--- src/rtl/tube_pkg.sv ---
// Shared encodings and helpers for the scrolling tube field.
package tube_pkg;

    typedef enum logic [1:0] {
        ST_IDLE = 2'd0,
        ST_RUN  = 2'd1,
        ST_OVER = 2'd2
    } state_t;

    localparam logic [15:0] LFSR_SEED = 16'hACE1;
    localparam logic [15:0] LFSR_TAPS = 16'hB400;

    // A zero speed setting would stall the field, so it moves at least one pixel.
    function automatic logic [2:0] speed_step(input logic [2:0] speed);
        return (speed == 3'd0) ? 3'd1 : speed;
    endfunction

endpackage

--- src/rtl/lfsr16.sv ---
// Free-running 16-bit Galois LFSR used for tube gap heights.
module lfsr16
    import tube_pkg::*;
(
    input  logic        clk_10,
    input  logic        clr,
    output logic [15:0] q
);

    always_ff @(posedge clk_10 or negedge clr) begin
        if (!clr) begin
            q <= LFSR_SEED;
        end else if (q[0]) begin
            q <= (q >> 1) ^ LFSR_TAPS;
        end else begin
            q <= q >> 1;
        end
    end

endmodule

--- src/rtl/tube_field.sv ---
// Scrolling obstacle field: NUM_TUBES tubes moving left, wrapping with random
// gap heights, plus game state machine and saturating score counter.
module tube_field
    import tube_pkg::*;
#(
    parameter int NUM_TUBES    = 3,
    parameter int COORD_W      = 10,
    parameter int START_X      = 400,
    parameter int TUBE_SPACING = 200,
    parameter int TUBE_W       = 50,
    parameter int BIRD_X       = 200,
    parameter int Y_MIN        = 80,
    parameter int Y_RANGE_LOG2 = 7
) (
    input  logic                         clk_10,
    input  logic                         clr,
    input  logic                         start,
    input  logic                         pause,
    input  logic                         over,
    input  logic [2:0]                   speed,
    output logic [NUM_TUBES*COORD_W-1:0] tube_x,
    output logic [NUM_TUBES*COORD_W-1:0] tube_y,
    output logic                         score,
    output logic [15:0]                  score_cnt,
    output logic [1:0]                   state
);

    localparam int W = COORD_W;
    localparam logic [W-1:0] Y_MID    = W'(Y_MIN + 2 ** (Y_RANGE_LOG2 - 1));
    localparam logic [W:0]   FIELD_LEN = (W+1)'(NUM_TUBES * TUBE_SPACING);

    state_t state_reg, state_next;
    logic   reload;
    logic   run_tick;
    logic [15:0] lfsr_q;
    logic        unused_lfsr;
    logic [W-1:0] step;
    logic [W-1:0] wrap_y;
    logic [NUM_TUBES-1:0] hit;

    lfsr16 u_lfsr (
        .clk_10 (clk_10),
        .clr    (clr),
        .q      (lfsr_q)
    );

    assign unused_lfsr = ^lfsr_q;
    assign step        = W'(speed_step(speed));
    assign wrap_y      = W'(Y_MIN) + W'(lfsr_q[Y_RANGE_LOG2-1:0]);
    assign run_tick    = (state_reg == ST_RUN) && !pause;
    assign state       = state_reg;

    always_ff @(posedge clk_10 or negedge clr) begin
        if (!clr) begin
            state_reg <= ST_IDLE;
        end else begin
            state_reg <= state_next;
        end
    end

    // over takes priority over start in every state.
    always_comb begin
        state_next = state_reg;
        reload     = 1'b0;
        case (state_reg)
            ST_IDLE: begin
                if (over) begin
                    state_next = ST_OVER;
                end else if (start) begin
                    state_next = ST_RUN;
                    reload     = 1'b1;
                end
            end
            ST_RUN: begin
                if (over) begin
                    state_next = ST_OVER;
                end
            end
            ST_OVER: begin
                if (!over && start) begin
                    state_next = ST_RUN;
                    reload     = 1'b1;
                end
            end
            default: state_next = ST_IDLE;
        endcase
    end

    generate
        for (genvar gi = 0; gi < NUM_TUBES; gi++) begin : g_tube
            localparam logic [W-1:0] X_INIT = W'(START_X + gi * TUBE_SPACING);
            logic [W-1:0] x_reg, y_reg, x_new;
            logic [W:0]   old_re, new_re;
            logic         wrap;

            assign wrap   = x_reg < step;
            // Wrapping adds the full field length so tube spacing stays exact.
            assign x_new  = wrap ? W'({1'b0, x_reg} + FIELD_LEN - {1'b0, step})
                                 : x_reg - step;
            assign old_re = {1'b0, x_reg} + (W+1)'(TUBE_W);
            assign new_re = {1'b0, x_new} + (W+1)'(TUBE_W);
            assign hit[gi] = !wrap && (old_re > (W+1)'(BIRD_X))
                                   && (new_re <= (W+1)'(BIRD_X));

            always_ff @(posedge clk_10 or negedge clr) begin
                if (!clr) begin
                    x_reg <= X_INIT;
                    y_reg <= Y_MID;
                end else if (reload) begin
                    x_reg <= X_INIT;
                    y_reg <= Y_MID;
                end else if (run_tick) begin
                    x_reg <= x_new;
                    if (wrap) begin
                        y_reg <= wrap_y;
                    end
                end
            end

            assign tube_x[gi*W +: W] = x_reg;
            assign tube_y[gi*W +: W] = y_reg;
        end
    endgenerate

    always_ff @(posedge clk_10 or negedge clr) begin
        if (!clr) begin
            score     <= 1'b0;
            score_cnt <= 16'd0;
        end else begin
            score <= run_tick && (|hit);
            if (reload) begin
                score_cnt <= 16'd0;
            end else if (run_tick && (|hit) && (score_cnt != 16'hFFFF)) begin
                score_cnt <= score_cnt + 16'd1;
            end
        end
    end

endmodule

--- config.mk ---
export PLATFORM = sky130hd
export DESIGN_NAME = tube_field
export DESIGN_NICKNAME = d
export VERILOG_FILES = /design/src/rtl/tube_pkg.sv /design/src/rtl/lfsr16.sv /design/src/rtl/tube_field.sv
export SDC_FILE = /design/constraint.sdc
export NUM_CORES = 1
export LEC_CHECK = 0
export ABC_AREA = 0
export CORE_ASPECT_RATIO = 0.6
export CORE_MARGIN = 3
export CORE_UTILIZATION = 30
export CTS_BUF_LIST = sky130_fd_sc_hd__clkbuf_16
export DETAILED_ROUTE_END_ITERATION = 8
export SLEW_MARGIN = 5
export SYNTH_ARGS = -nofsm -noshare
export SYNTH_HDL_FRONTEND = slang
export SYNTH_SLANG_ARGS = --single-unit
export TNS_END_PERCENT = 20
--- constraint.sdc ---
create_clock -name clk_10 -period 9.96 [get_ports clk_10]
set_input_delay 2.49 -clock clk_10 [delete_from_list [all_inputs] [get_ports clk_10]]
set_output_delay 2.49 -clock clk_10 [all_outputs]
set_load 0.05 [all_outputs]
# Word-level counts from Yosys, hierarchy flattened
# Cells that the tools add are included.
[totals]
register_bits = 95
input_bits = 8
out_inout_bits = 79
elab_cells = 101
[classes]
n_addsub = 17
n_lt_le_gt_ge = 9
n_eq_ne = 6
muxes = 31
n_bitwise = 1
reduce_logical = 27
[ops]
columns = ["cell", "n"]
rows = [
  ["$mux W10", 18],
  ["$add A10 B6 Y11 const B", 6],
  ["$sub A10 B3 Y10", 6],
  ["$mux W16", 3],
  ["$gt A11 B8 Y1 const B", 3],
  ["$le A11 B8 Y1 const B", 3],
  ["$add A10 B10 Y10 const B", 3],
  ["$lt A10 B3 Y1", 3],
  ["$add A16 B1 Y16 const B", 1],
  ["$ne A16 B16 Y1 const B", 1],
  ["$logic_and A1 B1 Y1", 10],
  ["$reduce_bool A2 Y1", 5],
  ["$add A7 B7 Y8 const A", 1],
  ["$mux W2", 4],
  ["$pmux W2 S3", 1],
  ["$reduce_and A2 Y1", 3],
  ["$logic_not A1 Y1", 5],
  ["$ne A2 B2 Y1 const B", 2],
  ["$not A3 Y4", 1],
  ["$logic_not A3 Y1", 1],
  ["$mux W1", 3],
  ["$mux W3", 1],
  ["$ne A3 B3 Y1 const B", 1],
  ["$reduce_and A3 Y1", 1],
  ["5 further kinds", 5],
]

# Longest topological paths before layout
[logic_depth]
word_depth = 12
ltp_mapped = 22
ltp_nobuf = 20

# Hierarchy
# Synthesis repeated with hierarchy kept, for this count alone.
[unflattened]
cells_unflattened = 749
area_unflattened_um2 = 6736.5
[modules_own_cells]
columns = ["mod", "n_inst", "cells_each", "area_each_um2", "seq_area_each_um2"]
rows = [
  ["tube_field", 1, 730, 6299.8, 1846.8],
  ["lfsr16", 1, 19, 436.7, 410.4],
]

# Worst setup path before layout
# No wires, ideal clock.
[synth_timing]
kind = "input to register"
startpoint = "input speed[0]"
endpoint = "register score_cnt[2]"
setup_ps = 97
arrival_ps = 6445
required_time_ps = 9863
setup_slack_ps = 3419
cell_stages = 20
n_path_buf = 3
path_cell_list = "o21bai_1 -> ha_1 -> fa_1 -> or3b_2 -> and3_1 -> clkbuf_1 -> a21oi_1 -> inv_1 -> ha_1 -> nor3b_1 -> and2_1 -> a211o_1 -> o2111ai_1 -> nand3_1 -> o211a_1 -> o21ai_2 -> buf_2 -> buf_1 -> o211ai_1 -> o31ai_1"
[synth_via]
elab_chain_len = 11
elab_cells_between_ends = 33
classes_between = "add/sub: 9; order compare: 6; mux: 4; reduce/logical: 14"
[synth_rtl]
columns = ["item", "line", "rtl"]
rows = [
  ["from (decl)", "tube_field.sv:20", "input logic [2:0] speed,"],
  ["$logic_not A3 Y1", "tube_pkg.sv:15", "return (speed == 3'd0) ? 3'd1 : speed;"],
  ["$mux W3 *", "tube_pkg.sv:15", ""],
  ["$sub A10 B3 Y10, or another cell as far along", "tube_field.sv:99", ": x_reg - step;"],
  ["$mux W10", "tube_field.sv:98", "assign x_new = wrap ? W'({1'b0, x_reg} + FIELD_LEN - {1'b0, step})"],
  ["$add A10 B6 Y11", "tube_field.sv:101", "assign new_re = {1'b0, x_new} + (W+1)'(TUBE_W);"],
  ["$le A11 B8 Y1", "tube_field.sv:103", "&& (new_re <= (W+1)'(BIRD_X));"],
  ["$logic_and A1 B1 Y1", "tube_field.sv:103", ""],
  ["$reduce_or A3 Y1 *", "tube_field.sv:133", "end else if (run_tick && (|hit) && (score_cnt != 16'hFFFF)) begin"],
  ["$logic_and A1 B1 Y1 * (2 in series)", "tube_field.sv:133", ""],
  ["$reduce_bool A2 Y1 (no line) *", "--", ""],
  ["to (signal assigned)", "tube_field.sv:134", "score_cnt <= score_cnt + 16'd1;"],
  ["to (decl)", "tube_field.sv:24", "output logic [15:0] score_cnt,"],
]
# Every way passes the cells marked *; elsewhere a longest branch is shown, timed or not.
# A chain may end at the register's enable or synchronous reset.

# Final worst setup path
[layout_timing]
startpoint = "input speed[2]"
endpoint = "register score_cnt[15]"
# Same word-level chain as after synthesis.

==> results.yml <==
grt:
  grt_pass1_wl_mm: 31.43
  grt-ovfl-total: 0
  track_usage: 0.1630
  grt_max_degree: 62
  grt_pass1_vias: 5593
  antenna_found_initial: 0
cells_and_area:
  diodes: 0
  final_area_sq_um: 8085
  fin_nets: 914
  drive_above_1_share: 0.07857
  area_growth_pct: 19.60
  largest_reg_flops: 30
  layoutNonFillerInstCount: 1119
floorplan:
  start_util: 0.3138
  fp-row-count: 41
  io_pins: 87
  coreArea_sq_um: 21550
  die_h_um: 122.3
  die_w_um: 199.8
  die-area_sq_um: 24430
sta:
  finalSetupViolCount: 0
  fmax_mhz: 129.1
  period_minus_slack_ns: 7.746
  finalCritPeriodShare: 0.7777
  fin_ws_ns: 2.214
  maxSlewViolCount: 0
  rsz0062_at_grt: "false"
  finalClockSkew_ns: 0.009743
  worstMarginPinSlew_ns: 1.058
  tns_ns: 0
  hold_viol_final: 0
  maxSlewHeadroom: 0.2944
  whs_ns: 0.3516
worst_setup_path:
  cp_max_fo: 32
  endpoint_kind: "flop"
  cp_data_required_time_ns: 10.22
  cp-start-kind: "input port"
  arrival_ns: 8.01
  path_class: "input port to flop"
cts:
  cts_setup_buffers: 0
  cts.sinks: 89
  htreeDepth: 3
  clk_latency_ns: 0.35
  hold_buffers: 0
  cts_resized: 0
  cts_tree: "built"
  clockRootBuffer: "clkbuf_16"
  cts_made_buffers: 9
  clock_path_buffers: 2
  clk_pin_slew_worst_paths_ns: 0.07
yosys:
  ys_types: 75
  synth_area_sq_um: 6760
  synth_edf_count: 0
  synthFlopType: "dfrtp_1"
  synth_warnings: 0
  postSynthAreaPerCell_sq_um: 8.768
  ys_ff_latch: 89
  yosysSeqAreaShare: 0.3339
  syn_inst: 771
  async_reset_ff_frac: 1.000
outcome:
  status: "finished, final reports clean"
detailed_routing:
  drtAntennaViolNets: 0
  drc: 0
  wl_per_cell_um: 17.40
  via_per_inst: 5.319
  first_pass_iters: 5
  first_iter_violations: 635
  wirelength_mm: 19.47
  num_vias: 5952
placement:
  dp_hpwl_mm: 14.83
  gp_congestion: 0.8598
  pre_cts_ws_ns: 1.932
  io_buffers: 80
  place_area_sq_um: 7774
  place_inst: 1103
power_and_ir_drop:
  leakagePower_uw: 0.003377
  powerDensity_nw_per_um2: 152.4
  vdd_drop_max_v: 0.00008577
flow_run:
  maxCapViolCount: 0
hold_path:
  hold_path_class: "flop to flop"
[stage by stage]
stage | utilization | total power (uW)
after floorplan | - | 739.6
after global placement | 0.3608 | 866.5
after detailed placement | 0.3608 | 866.9
after CTS | 0.3753 | 1234
after global routing | 0.3753 | 1309
final | 0.3753 | 1233
[cells in the final DEF, fill, tap and decap left out, types with 24 or more instances in the layout]
master / count
dfrtp_1: 65
nand2_1: 82
o21ai_0: 32
nand3_1: 29
dfstp_2: 24
inv_1: 57
ha_1: 62
clkdlybuf4s50_1: 79
nor2_1: 37
a21oi_1: 61
[cell type report]
type                       instances  area, sq um
clock buffer                       9        225.2
multi-input combinational        594         4129
clock inverter                     7        86.33
sequential                        89         2257
fill                            2203        13460
timing repair buffer              83        820.8
inverter                          58        217.7
tap                              279        349.1
[worst max-delay path, stage by stage]
cell and delay (ns):
clkdlybuf4s50_1 0.69, o21bai_1 0.20, ha_1 0.29, fa_1 0.48
nor3b_1 0.59, nor3_1 0.30, o21ai_0 0.33, ha_1 0.28
nand2b_1 0.18, nor2_1 0.14, or2_2 0.12, mux2i_1 0.08
a211oi_2 0.17, and4b_1 0.21, nor4_1 0.27, a21o_1 0.15
o21ai_2 0.30, or4_1 0.56, a21oi_1 0.18
[logic make-up (layout without fill, tap and decap cells)]
| kind of cell | after synthesis | in the layout | share of synthesized area |
|---|---|---|---|
| and+or+nand+nor | 268 | 268 | 0.2125 |
| buffers and inverters | 93 | 157 | 0.05886 |
| AOI/OAI and AO/OA | 212 | 212 | 0.2016 |
| xor gates and xnor gates | 22 | 22 | 0.02850 |
| other | 1 | 6 | 0.0005547 |
| adders and majority gates | 71 | 71 | 0.1414 |
| muxes | 15 | 15 | 0.02277 |
| DFF | 89 | 89 | 0.3339 |
[path summary, 6_finish.rpt]
kind / endpoint / cells after the start / slack [ns] / from
hold reg to reg: u_lfsr.q[8] / 0 / 0.35 / u_lfsr.q[9]
setup reg to reg: score_cnt[15] / 18 / 4.71 / g_tube[1].x_reg[0]
min in group asynchronous: score_cnt[4] / 1 / 2.06 / clr
hold / removal: u_lfsr.q[8] / 0 / 0.35 / u_lfsr.q[9]
max in group asynchronous: score_cnt[15] / 2 / 6.79 / clr
setup / recovery: score_cnt[15] / 19 / 2.21 / speed[2]
[routing by layer]
| metal | vias up | track usage | wire, um | part of all wire |
|---|---|---|---|---|
| li1 | 2905 | - | - | - |
| met1 | 2823 | 0.2669 | 10540 | 0.54 |
| met2 | 208 | 0.2127 | 7378 | 0.38 |
| met3 | 16 | 0.03813 | 1391 | 0.071 |
| met4 | 0 | 0.02962 | 153 | 0.0079 |
| met5 | - | 0 | 0 | 0 |
[power breakdown]
group / internal, uW / total (uW) / switching, uW
registers: 378 / 417 / 39.4
clock network: 200 / 362 / 161
logic: 169 / 453 / 285
[Yosys cell counts (all sizes together), types with 7 or more instances]
cell type,count,share of area
a211oi,14,0.016
a21oi,61,0.045
a31oi,10,0.0093
and3,11,0.010
buf,14,0.015
clkbuf,21,0.012
dfrtp,65,0.24
dfstp,24,0.093
fa,9,0.027
ha,62,0.11
inv,57,0.032
mux2i,12,0.018
nand2,82,0.046
nand2b,14,0.013
nand3,29,0.021
nand3b,8,0.0089
nor2,39,0.022
nor2b,8,0.0074
nor3,10,0.0074
nor3b,9,0.011
o211ai,15,0.017
o21ai,40,0.030
o22ai,15,0.014
o31ai,11,0.012
or3,7,0.0072
or3b,9,0.012
or4,9,0.010
xnor2,14,0.018
xor2,8,0.010
Power figures use the tool's default switching activity.
